===== config.mk =====
export PLATFORM = sky130hd
export DESIGN_NAME = mdio_master_cfg_flat
export DESIGN_NICKNAME = d
export VERILOG_FILES = /design/src/rtl/mdio_master_cfg_if.sv /design/src/rtl/mdio_master_cfg.sv /design/src/flat_wrapper.sv
export SDC_FILE = /design/constraint.sdc
export NUM_CORES = 1
export LEC_CHECK = 0
export BUFFER_PORTS_ARGS = -buffer_cell sky130_fd_sc_hd__buf_2
export CAP_MARGIN = 25
export CELL_PAD_IN_SITES_DETAIL_PLACEMENT = 0
export CELL_PAD_IN_SITES_GLOBAL_PLACEMENT = 2
export CORE_UTILIZATION = 31
export DETAILED_ROUTE_END_ITERATION = 8
export PLACE_DENSITY_LB_ADDON = 0.1
export REMOVE_ABC_BUFFERS = 1
export SETUP_SLACK_MARGIN = 0.4
export SYNTH_ARGS = -nofsm -noshare
export SYNTH_HDL_FRONTEND = slang
export SYNTH_SLANG_ARGS = --single-unit
export TNS_END_PERCENT = 10

===== constraint.sdc =====
create_clock -name clk -period 2.6 [get_ports clk]
set_input_delay 0 -clock clk [delete_from_list [all_inputs] [get_ports clk]]
set_output_delay 0 -clock clk [all_outputs]
set_load 0.02 [all_outputs]

===== src/rtl/mdio_master_cfg_if.sv =====
// Host command and MDIO pad signals of the MDIO management master.
// master = the MDIO master block; slave = host/PHY side driving commands and MDIO_IN.
interface mdio_master_cfg_if;
   logic        MDIO_START;
   logic [31:0] T_DATA;
   logic        MDIO_IN;
   logic        MDC;
   logic        MDIO_OUT;
   logic        MDIO_OE;
   logic [15:0] RD_DATA;
   logic        DATA_RDY;
   logic        DONE;
   logic        BUSY;
   logic        FRAME_ERR;
   logic        NO_ACK;
   logic [5:0]  BIT_CNT;

   modport master (
      input  MDIO_START, T_DATA, MDIO_IN,
      output MDC, MDIO_OUT, MDIO_OE, RD_DATA, DATA_RDY, DONE, BUSY, FRAME_ERR, NO_ACK, BIT_CNT
   );

   modport slave (
      output MDIO_START, T_DATA, MDIO_IN,
      input  MDC, MDIO_OUT, MDIO_OE, RD_DATA, DATA_RDY, DONE, BUSY, FRAME_ERR, NO_ACK, BIT_CNT
   );
endinterface


===== src/rtl/mdio_master_cfg.sv =====
// Clause 22/45 MDIO master: programmable MDC divider, optional preamble, TA ack check.
// Frame = (PRE_LEN+32) bits of 2*CLK_DIV clk each; START is ignored while BUSY.
module mdio_master_cfg #(
   parameter int CLK_DIV = 2,
   parameter int PRE_LEN = 32
) (
   input  logic               clk,
   input  logic               reset,
   mdio_master_cfg_if.master  bus
);

   typedef enum logic [2:0] {ST_IDLE, ST_PRE, ST_CMD, ST_TA, ST_DATA} state_t;

   localparam int              DIV_W    = (CLK_DIV > 1) ? $clog2(CLK_DIV) : 1;
   localparam logic [DIV_W-1:0] DIV_LAST = DIV_W'(CLK_DIV - 1);
   localparam logic [5:0]      PRE_CNT  = 6'(PRE_LEN);
   localparam bit              HAS_PRE  = (PRE_LEN > 0);

   state_t           state_q, state_d;
   logic [DIV_W-1:0] div_q, div_d;
   logic             half_q, half_d;
   logic [5:0]       cnt_q, cnt_d;
   logic [31:0]      frame_q, frame_d;
   logic [15:0]      shadow_q, shadow_d;
   logic             nack_q, nack_d;
   logic             mdc_q, mdc_d;
   logic             out_q, out_d;
   logic             oe_q, oe_d;
   logic [15:0]      rd_data_q, rd_data_d;
   logic             data_rdy_q, data_rdy_d;
   logic             done_q, done_d;
   logic             busy_q, busy_d;
   logic             frame_err_q, frame_err_d;
   logic             no_ack_q, no_ack_d;

   logic             start_legal;
   logic             is_read;

   // Returns {oe, out} for the bit that starts in phase st with cnt bits remaining.
   function automatic logic [1:0] drive_bit(state_t st, logic [5:0] cnt, logic [31:0] fr);
      logic [4:0] idx;
      logic [1:0] res;
      res = 2'b00;
      idx = 5'd0;
      case (st)
         ST_PRE:  res = 2'b11;
         ST_CMD:  begin
            idx = 5'(cnt + 6'd17);
            res = {1'b1, fr[idx]};
         end
         ST_TA:   begin
            idx = 5'(cnt + 6'd15);
            res = fr[29] ? 2'b00 : {1'b1, fr[idx]};
         end
         ST_DATA: begin
            idx = 5'(cnt - 6'd1);
            res = fr[29] ? 2'b00 : {1'b1, fr[idx]};
         end
         default: res = 2'b00;
      endcase
      return res;
   endfunction

   assign start_legal = (bus.T_DATA[31:30] == 2'b00) ||
                        ((bus.T_DATA[31:30] == 2'b01) &&
                         ((bus.T_DATA[29:28] == 2'b01) || (bus.T_DATA[29:28] == 2'b10)));
   assign is_read     = frame_q[29];

   always_comb begin
      state_d     = state_q;
      div_d       = div_q;
      half_d      = half_q;
      cnt_d       = cnt_q;
      frame_d     = frame_q;
      shadow_d    = shadow_q;
      nack_d      = nack_q;
      mdc_d       = mdc_q;
      out_d       = out_q;
      oe_d        = oe_q;
      rd_data_d   = rd_data_q;
      busy_d      = busy_q;
      data_rdy_d  = 1'b0;
      done_d      = 1'b0;
      frame_err_d = 1'b0;
      no_ack_d    = 1'b0;

      if (state_q == ST_IDLE) begin
         if (bus.MDIO_START) begin
            if (start_legal) begin
               frame_d = bus.T_DATA;
               busy_d  = 1'b1;
               div_d   = '0;
               half_d  = 1'b0;
               mdc_d   = 1'b0;
               nack_d  = 1'b0;
               if (HAS_PRE) begin
                  state_d = ST_PRE;
                  cnt_d   = PRE_CNT;
               end else begin
                  state_d = ST_CMD;
                  cnt_d   = 6'd14;
               end
               {oe_d, out_d} = drive_bit(state_d, cnt_d, bus.T_DATA);
            end else begin
               frame_err_d = 1'b1;
            end
         end
      end else if (div_q != DIV_LAST) begin
         div_d = div_q + 1'b1;
      end else begin
         div_d = '0;
         if (!half_q) begin
            // MDC rising edge: read-side sampling point
            half_d = 1'b1;
            mdc_d  = 1'b1;
            if (is_read && state_q == ST_TA && cnt_q == 6'd1)
               nack_d = bus.MDIO_IN;
            if (is_read && state_q == ST_DATA)
               shadow_d = {shadow_q[14:0], bus.MDIO_IN};
         end else begin
            half_d = 1'b0;
            mdc_d  = 1'b0;
            if (cnt_q != 6'd1) begin
               cnt_d = cnt_q - 6'd1;
               {oe_d, out_d} = drive_bit(state_q, cnt_d, frame_q);
            end else if (state_q == ST_DATA) begin
               state_d = ST_IDLE;
               cnt_d   = 6'd0;
               oe_d    = 1'b0;
               out_d   = 1'b0;
               busy_d  = 1'b0;
               done_d  = 1'b1;
               if (is_read) begin
                  rd_data_d  = shadow_q;
                  data_rdy_d = 1'b1;
                  no_ack_d   = nack_q;
               end
            end else begin
               case (state_q)
                  ST_PRE:  begin state_d = ST_CMD;  cnt_d = 6'd14; end
                  ST_CMD:  begin state_d = ST_TA;   cnt_d = 6'd2;  end
                  default: begin state_d = ST_DATA; cnt_d = 6'd16; end
               endcase
               {oe_d, out_d} = drive_bit(state_d, cnt_d, frame_q);
            end
         end
      end
   end

   always_ff @(posedge clk) begin
      if (!reset) begin
         state_q     <= ST_IDLE;
         div_q       <= '0;
         half_q      <= 1'b0;
         cnt_q       <= 6'd0;
         frame_q     <= 32'd0;
         shadow_q    <= 16'd0;
         nack_q      <= 1'b0;
         mdc_q       <= 1'b0;
         out_q       <= 1'b0;
         oe_q        <= 1'b0;
         rd_data_q   <= 16'd0;
         data_rdy_q  <= 1'b0;
         done_q      <= 1'b0;
         busy_q      <= 1'b0;
         frame_err_q <= 1'b0;
         no_ack_q    <= 1'b0;
      end else begin
         state_q     <= state_d;
         div_q       <= div_d;
         half_q      <= half_d;
         cnt_q       <= cnt_d;
         frame_q     <= frame_d;
         shadow_q    <= shadow_d;
         nack_q      <= nack_d;
         mdc_q       <= mdc_d;
         out_q       <= out_d;
         oe_q        <= oe_d;
         rd_data_q   <= rd_data_d;
         data_rdy_q  <= data_rdy_d;
         done_q      <= done_d;
         busy_q      <= busy_d;
         frame_err_q <= frame_err_d;
         no_ack_q    <= no_ack_d;
      end
   end

   assign bus.MDC       = mdc_q;
   assign bus.MDIO_OUT  = out_q;
   assign bus.MDIO_OE   = oe_q;
   assign bus.RD_DATA   = rd_data_q;
   assign bus.DATA_RDY  = data_rdy_q;
   assign bus.DONE      = done_q;
   assign bus.BUSY      = busy_q;
   assign bus.FRAME_ERR = frame_err_q;
   assign bus.NO_ACK    = no_ack_q;
   assign bus.BIT_CNT   = cnt_q;

endmodule


===== src/flat_wrapper.sv =====
// flat-port wrapper written by rule: the top's interface ports become plain ports
module mdio_master_cfg_flat 
#(
   parameter int CLK_DIV = 2,
   parameter int PRE_LEN = 32
)
  (clk, reset, bus_MDIO_START, bus_T_DATA, bus_MDIO_IN, bus_MDC, bus_MDIO_OUT, bus_MDIO_OE, bus_RD_DATA, bus_DATA_RDY, bus_DONE, bus_BUSY, bus_FRAME_ERR, bus_NO_ACK, bus_BIT_CNT);
  mdio_master_cfg_if bus_i ();
  input  logic clk;
  input  logic reset;
  input wire logic [$bits(bus_i.MDIO_START)-1:0] bus_MDIO_START;
  input wire logic [$bits(bus_i.T_DATA)-1:0] bus_T_DATA;
  input wire logic [$bits(bus_i.MDIO_IN)-1:0] bus_MDIO_IN;
  output wire logic [$bits(bus_i.MDC)-1:0] bus_MDC;
  output wire logic [$bits(bus_i.MDIO_OUT)-1:0] bus_MDIO_OUT;
  output wire logic [$bits(bus_i.MDIO_OE)-1:0] bus_MDIO_OE;
  output wire logic [$bits(bus_i.RD_DATA)-1:0] bus_RD_DATA;
  output wire logic [$bits(bus_i.DATA_RDY)-1:0] bus_DATA_RDY;
  output wire logic [$bits(bus_i.DONE)-1:0] bus_DONE;
  output wire logic [$bits(bus_i.BUSY)-1:0] bus_BUSY;
  output wire logic [$bits(bus_i.FRAME_ERR)-1:0] bus_FRAME_ERR;
  output wire logic [$bits(bus_i.NO_ACK)-1:0] bus_NO_ACK;
  output wire logic [$bits(bus_i.BIT_CNT)-1:0] bus_BIT_CNT;
  assign bus_i.MDIO_START = bus_MDIO_START;
  assign bus_i.T_DATA = bus_T_DATA;
  assign bus_i.MDIO_IN = bus_MDIO_IN;
  assign bus_MDC = bus_i.MDC;
  assign bus_MDIO_OUT = bus_i.MDIO_OUT;
  assign bus_MDIO_OE = bus_i.MDIO_OE;
  assign bus_RD_DATA = bus_i.RD_DATA;
  assign bus_DATA_RDY = bus_i.DATA_RDY;
  assign bus_DONE = bus_i.DONE;
  assign bus_BUSY = bus_i.BUSY;
  assign bus_FRAME_ERR = bus_i.FRAME_ERR;
  assign bus_NO_ACK = bus_i.NO_ACK;
  assign bus_BIT_CNT = bus_i.BIT_CNT;
  mdio_master_cfg #(.CLK_DIV(CLK_DIV), .PRE_LEN(PRE_LEN)) u_core (.clk(clk), .reset(reset), .bus(bus_i));
endmodule

Word-level counts from Yosys, hierarchy flattened

Cells that the tools add are included.
W data, S select, Z words.

Bits in registers: 83
Bits of input ports: 36

Order comparisons: 9
Reduce and logical (&&, ||, !) cells: 25
Mux-type cells: 94
Equality and inequality tests: 21
Bitwise operators: 7
$add $sub $neg: 11

Operators by type and width:

| kind                  | count |
|---|---|
| $mux W6               | 15 |
| $lt A5 B6 Y1 const B  | 9 |
| $bmux W1 S5           | 9 |
| $mux W3               | 15 |
| $mux W1               | 44 |
| $pmux W2 S4           | 3 |
| $eq A3 B2 Y1 const B  | 6 |
| $add A5 B4 Y5 const B | 3 |
| $add A5 B5 Y5 const B | 3 |
| $sub A5 B1 Y5 const B | 3 |
| $mux W2               | 6 |
| $reduce_and A6 Y1     | 2 |
| $pmux W5 S2           | 1 |
| $reduce_and A5 Y1     | 2 |
| $eq A3 B1 Y1 const B  | 3 |
| $eq A3 B3 Y1 const B  | 3 |
| $reduce_and A3 Y1     | 3 |
| $reduce_and A4 Y1     | 2 |
| $reduce_bool A2 Y1    | 4 |
| $not A1 Y1            | 7 |
| $reduce_or A7 Y1      | 1 |
| $eq A6 B1 Y1 const B  | 1 |
| $ne A6 B1 Y1 const B  | 1 |
| $pmux W3 S2           | 1 |
| other kinds (13)      | 20 |

Longest topological paths before layout

Word-level depth: 17
Gate-level depth with buffers: 12
Depth with buffers taken out: 9

Worst setup path before layout

Ideal clock, no wire load.

Path type: register to register
From: register u_core.cnt_q[0] (netlist: u_core.bus.BIT_CNT[0])
To: register u_core.out_q (netlist: u_core.bus.MDIO_OUT)
Period minus slack after synthesis: 2.628 ns
Library setup time: 0.120 ns
Buffers on the path: 2
Arrival: 2.509 ns
Cell stages (with the launch flop): 11
Slack: -0.028 ns
Path through: dfxtp_1 > buf_2 > inv_1 > ha_1 > buf_6 > mux4_4 > nand2_1 > a21boi_1 > o21ai_1 > a211oi_1 > o31a_1

Word-level cells in the longest chain between the ends: 10

RTL lines:

| element                                               | RTL line                                     | text |
|---|---|---|
| start: declaration                                    | mdio_master_cfg.sv:22                        | `logic [5:0] cnt_q, cnt_d;` |
| start signal: assignment                              | mdio_master_cfg.sv:172                       | `cnt_q <= cnt_d;` |
| $sub A6 B1 Y6                                         | mdio_master_cfg.sv:124                       | `cnt_d = cnt_q - 6'd1;` |
| $sub A5 B1 Y5 / $add A5 B4 Y5 (equally long branches) | mdio_master_cfg.sv:56, mdio_master_cfg.sv:52 |  |
| $bmux W1 S5, on equally long branches                 | mdio_master_cfg.sv:57, mdio_master_cfg.sv:53 |  |
| $mux W1, on equally long branches                     | mdio_master_cfg.sv:57, mdio_master_cfg.sv:53 |  |
| $mux W2, on equally long branches                     | mdio_master_cfg.sv:57, mdio_master_cfg.sv:53 |  |
| $pmux W2 S4                                           | mdio_master_cfg.sv:45                        | `case (st)` |
| $mux W1 (*)                                           | mdio_master_cfg.sv:123                       | `if (cnt_q != 6'd1) begin` |
| $mux W1 (*)                                           | mdio_master_cfg.sv:112                       | `if (!half_q) begin` |
| $mux W1 (*)                                           | mdio_master_cfg.sv:108                       | `end else if (div_q != DIV_LAST) begin` |
| $mux W1 (*)                                           | mdio_master_cfg.sv:87                        | `if (state_q == ST_IDLE) begin` |
| end signal: assignment                                | mdio_master_cfg.sv:177                       | `out_q <= out_d;` |
| end: declaration                                      | mdio_master_cfg.sv:27                        | `logic out_q, out_d;` |

Every way passes the cells marked *; elsewhere a longest branch is shown, timed or not. The select of a mux whose other input is x is not followed.
A chain may end at the register's enable or synchronous reset.

Worst setup path after layout

Same ends and word-level chain as after synthesis.

==> flow_metrics.tcl <==
set metrics [dict create \
    grt_overflow 0 \
    ys_seq_area_frac 0.3876 \
    drt-vias-per-instance 4.879 \
    maxCapViolCount 0 \
    clkSinkCount 83 \
    cp.arrival_ps 2440 \
    drtIter0Drc 193 \
    htree_levels 3 \
    drt_pre_antenna_iters 4 \
    worst_slew_pin_slew_ps 533.3 \
    post-route-drc-count 0 \
    synth-seq-cells 83 \
    pwr-share-seq 0.449 \
    leakagePower_nw 2.070 \
    clockBufferDepth 2 \
    power_mw 3.034 \
    critPathRequiredTime_ps 2840 \
    async_flop_share 0 \
    p_int_mw 2.216 \
    crit_path_cell_trace "inv_2 > ha_4 > buf_12 > mux4_4 > nand2_2 > a21boi_1 > o21ai_1 > a211oi_2 > o31a_1" \
    relSlewSlack 0.6445 \
    cts_tree "built" \
    synth.avg_cell_area_um2 8.713 \
    dieHeight_um 119.6 \
    synth_edf_count 0 \
    synthTopCellsByCount "nand2_1, dfxtp_1, a21boi_0" \
    synth_top_cell_by_area "dfxtp_1" \
    synth-main-ff-cell "dfxtp_1" \
    core_area_um2 13350 \
    synthTopCellsByArea "dfxtp_1, nand2_1, a21boi_0" \
    irDropWorstVdd_v 0.0004132 \
    n_fill_cell 1401 \
    die-area_um2 14300 \
    status "finished, final reports clean" \
    drive_above_1_share 0.2425 \
    die_w_um 119.6 \
    grt_first_pass_wirelength_um 18720 \
    stdcell_area_um2 5475 \
    dp.final_hpwl_um 7600 \
    crit_type "register to register" \
    clkTransAtPathRegs_ps 60 \
    cts_buffers 9 \
    min_period_ps 2201 \
    ys_types 64 \
    slowest_stage "mux4_4" \
    report.final.hold_viol_count 0 \
    layoutNonFillerInstCount 774 \
    vias 3776 \
    diodes 0 \
    dpl-instance-area_um2 4758 \
    grt_max_degree 44 \
    pwr-share-clk 0.400 \
    wl_per_cell_um 14.44 \
    start_util 0.3211 \
    hold_ws_ps 120.4 \
    ios 66 \
    cpPeakStageDelay_ps 630 \
    detail-route-antenna-nets 0 \
    place_ws_ps 220.2 \
    dp.cells 717 \
    port-buffer-count 65 \
    syn2layout_area_growth_pct 27.73 \
    grt_antenna_before_repair 0 \
    rsz0062_at_grt "true" \
    p_per_area_nw_per_um2 554.2 \
    nets 631 \
    routed_wl_um 11180 \
    gp_congestion 0.7603 \
    fmax_mhz 454.4 \
    grt.total_usage 0.1677 \
    maxSlewViolCount 0 \
    cp-end-kind "register" \
    netlist_instances 492 \
    hold_path.class "input port to register" \
    ys_warn_count 0 \
    yosys.cell_count.top_type "nand2_1" \
    root_buffer "clkbuf_16" \
    worst_setup_path_start_kind "register" \
    worst_slack_ps 399.1 \
    finalSetupViolations 0 \
    cp_max_fo 7 \
    finalCritPeriodShare 0.8465 \
    netlist_area_um2 4287 \
    synth_top_area_frac 0.3876 \
    grt_pass1_vias 3697 \
    combPwrFrac 0.152 \
    clk_latency_ps 350 \
    fin_worst_skew_ps 5.961 \
    rows 42 \
    switching_share 0.2698 \
    p_switching_mw 0.8186 \
]
[worst max-delay path: cells and delay by family, from the launching register on]
family / cells / cell delay (ps)
muxes: 1 / 630
AOI/OAI and AO/OA: 4 / 560
DFF: 1 / 350
adders and majority gates: 1 / 300
buffers and inverters: 2 / 170
and+or+nand+nor: 1 / 80
[flip-flops by register name, indices dropped and copies added (netlist names)]
| name | count |
|---|---|
| u_core.state_q | 3 |
| u_core.bus.RD_DATA | 16 |
| u_core.bus.DATA_RDY | 1 |
| u_core.div_q | 1 |
| u_core.bus.MDC | 1 |
| u_core.bus.MDIO_OUT | 1 |
| u_core.nack_q | 1 |
| u_core.bus.DONE | 1 |
| u_core.bus.NO_ACK | 1 |
| u_core.shadow_q | 16 |
| u_core.bus.BIT_CNT | 6 |
| u_core.bus.MDIO_OE | 1 |
| u_core.frame_q | 32 |
| u_core.bus.BUSY | 1 |
| u_core.bus.FRAME_ERR | 1 |
[layout make-up]
type                       count  area (um^2)  share of cell area
sequential                    83         1665              0.3042
multi-input combinational    366         2410              0.4401
timing repair buffer         125        877.1              0.1602
clock inverter                 4        26.28            0.004799
clock buffer                  12        246.5             0.04502
tap                          176        220.2             0.04022
inverter                       8        30.03            0.005484
[final timing paths]
path / slack (ps) / startpoint / cells past startpoint / endpoint
setup reg to reg: 400 / u_core.bus.BIT_CNT[0]$_SDFFE_PN0P_ / 9 / u_core.bus.MDIO_OUT$_SDFFE_PN0P_
setup / recovery: 400 / u_core.bus.BIT_CNT[0]$_SDFFE_PN0P_ / 9 / u_core.bus.MDIO_OUT$_SDFFE_PN0P_
hold reg to reg: 460 / u_core.bus.RD_DATA[10]$_SDFFE_PN0P_ / 2 / u_core.bus.RD_DATA[10]$_SDFFE_PN0P_
hold / removal: 120 / bus_T_DATA[31] / 4 / u_core.div_q$_SDFFE_PN0P_
[cell families after synthesis]
| logic type | count (synthesis) | synth area share |
|---|---|---|
| flops | 83 | 0.3876 |
| compound gates | 125 | 0.2043 |
| mux | 23 | 0.1019 |
| xor+xnor | 6 | 0.01577 |
| fa+ha+maj | 2 | 0.005837 |
| buf+inv | 43 | 0.06042 |
| simple gates | 210 | 0.2242 |
[timing repair]
action | CTS | global route
setup buffers | 7 | 0
endpoints found under the hold margin | 34 | 0
hold buffers | 34 | 0
endpoints found under the setup margin | 1 | 17
pin swaps | 6 | 1
gates resized for setup | 12 | 2
[routing by layer]
metal / global-route usage / wire length [um]
met5: 0 / 0
met3: 0.03992 / 434
met1: 0.2332 / 5674
met2: 0.2489 / 4842
met4: 0.06641 / 229
[power by group through the flow]
stage / Combinational [mW] / Sequential [mW] / Clock, mW
6_report: 0.461 / 1.36 / 1.21
2_1_floorplan: 0.242 / 1.39 / 0
3_3_place_gp: 0.402 / 1.39 / 0
3_5_place_dp: 0.405 / 1.39 / 0
5_1_grt: 0.512 / 1.37 / 1.31
4_1_cts: 0.463 / 1.36 / 1.26
[cell usage in the layout, fill, tap and decap left out, types with 2 or more instances in the layout]
master / netlist / final
inv_2: 1 / 3
o21ai_1: 2 / 2
xor2_1: 2 / 2
a21boi_0: 58 / 58
and2b_1: 3 / 3
clkbuf_16: 0 / 9
buf_4: 1 / 24
a21oi_1: 17 / 17
nor2_1: 14 / 14
o21a_1: 3 / 3
nor3_2: 2 / 2
buf_2: 9 / 65
or3_1: 3 / 2
mux4_2: 14 / 14
nand2_1: 146 / 145
nor3_1: 6 / 6
dlygate4sd3_1: 0 / 34
clkinv_2: 0 / 2
inv_1: 7 / 5
nor3b_1: 4 / 4
nor2b_1: 4 / 4
dfxtp_1: 83 / 80
o21ai_0: 14 / 14
ha_4: 0 / 2
and3_4: 2 / 2
a311oi_1: 2 / 2
and3_1: 3 / 3
a31oi_1: 2 / 2
dfxtp_2: 0 / 3
and2_1: 4 / 4
xnor2_1: 2 / 2
nand3_1: 8 / 8
a21boi_1: 10 / 10
o22ai_1: 3 / 3
clkbuf_1: 13 / 2
mux2i_1: 7 / 7
[through the flow]
step / util / TNS, ps
final: 0.4102 / 0
after global routing: 0.4102 / 0
after CTS: 0.4095 / 0
after detailed placement: 0.3565 / 0
after global placement: 0.3565 / 0
after floorplan: - / -3409
No activity file was read; power rests on OpenSTA's default activity.
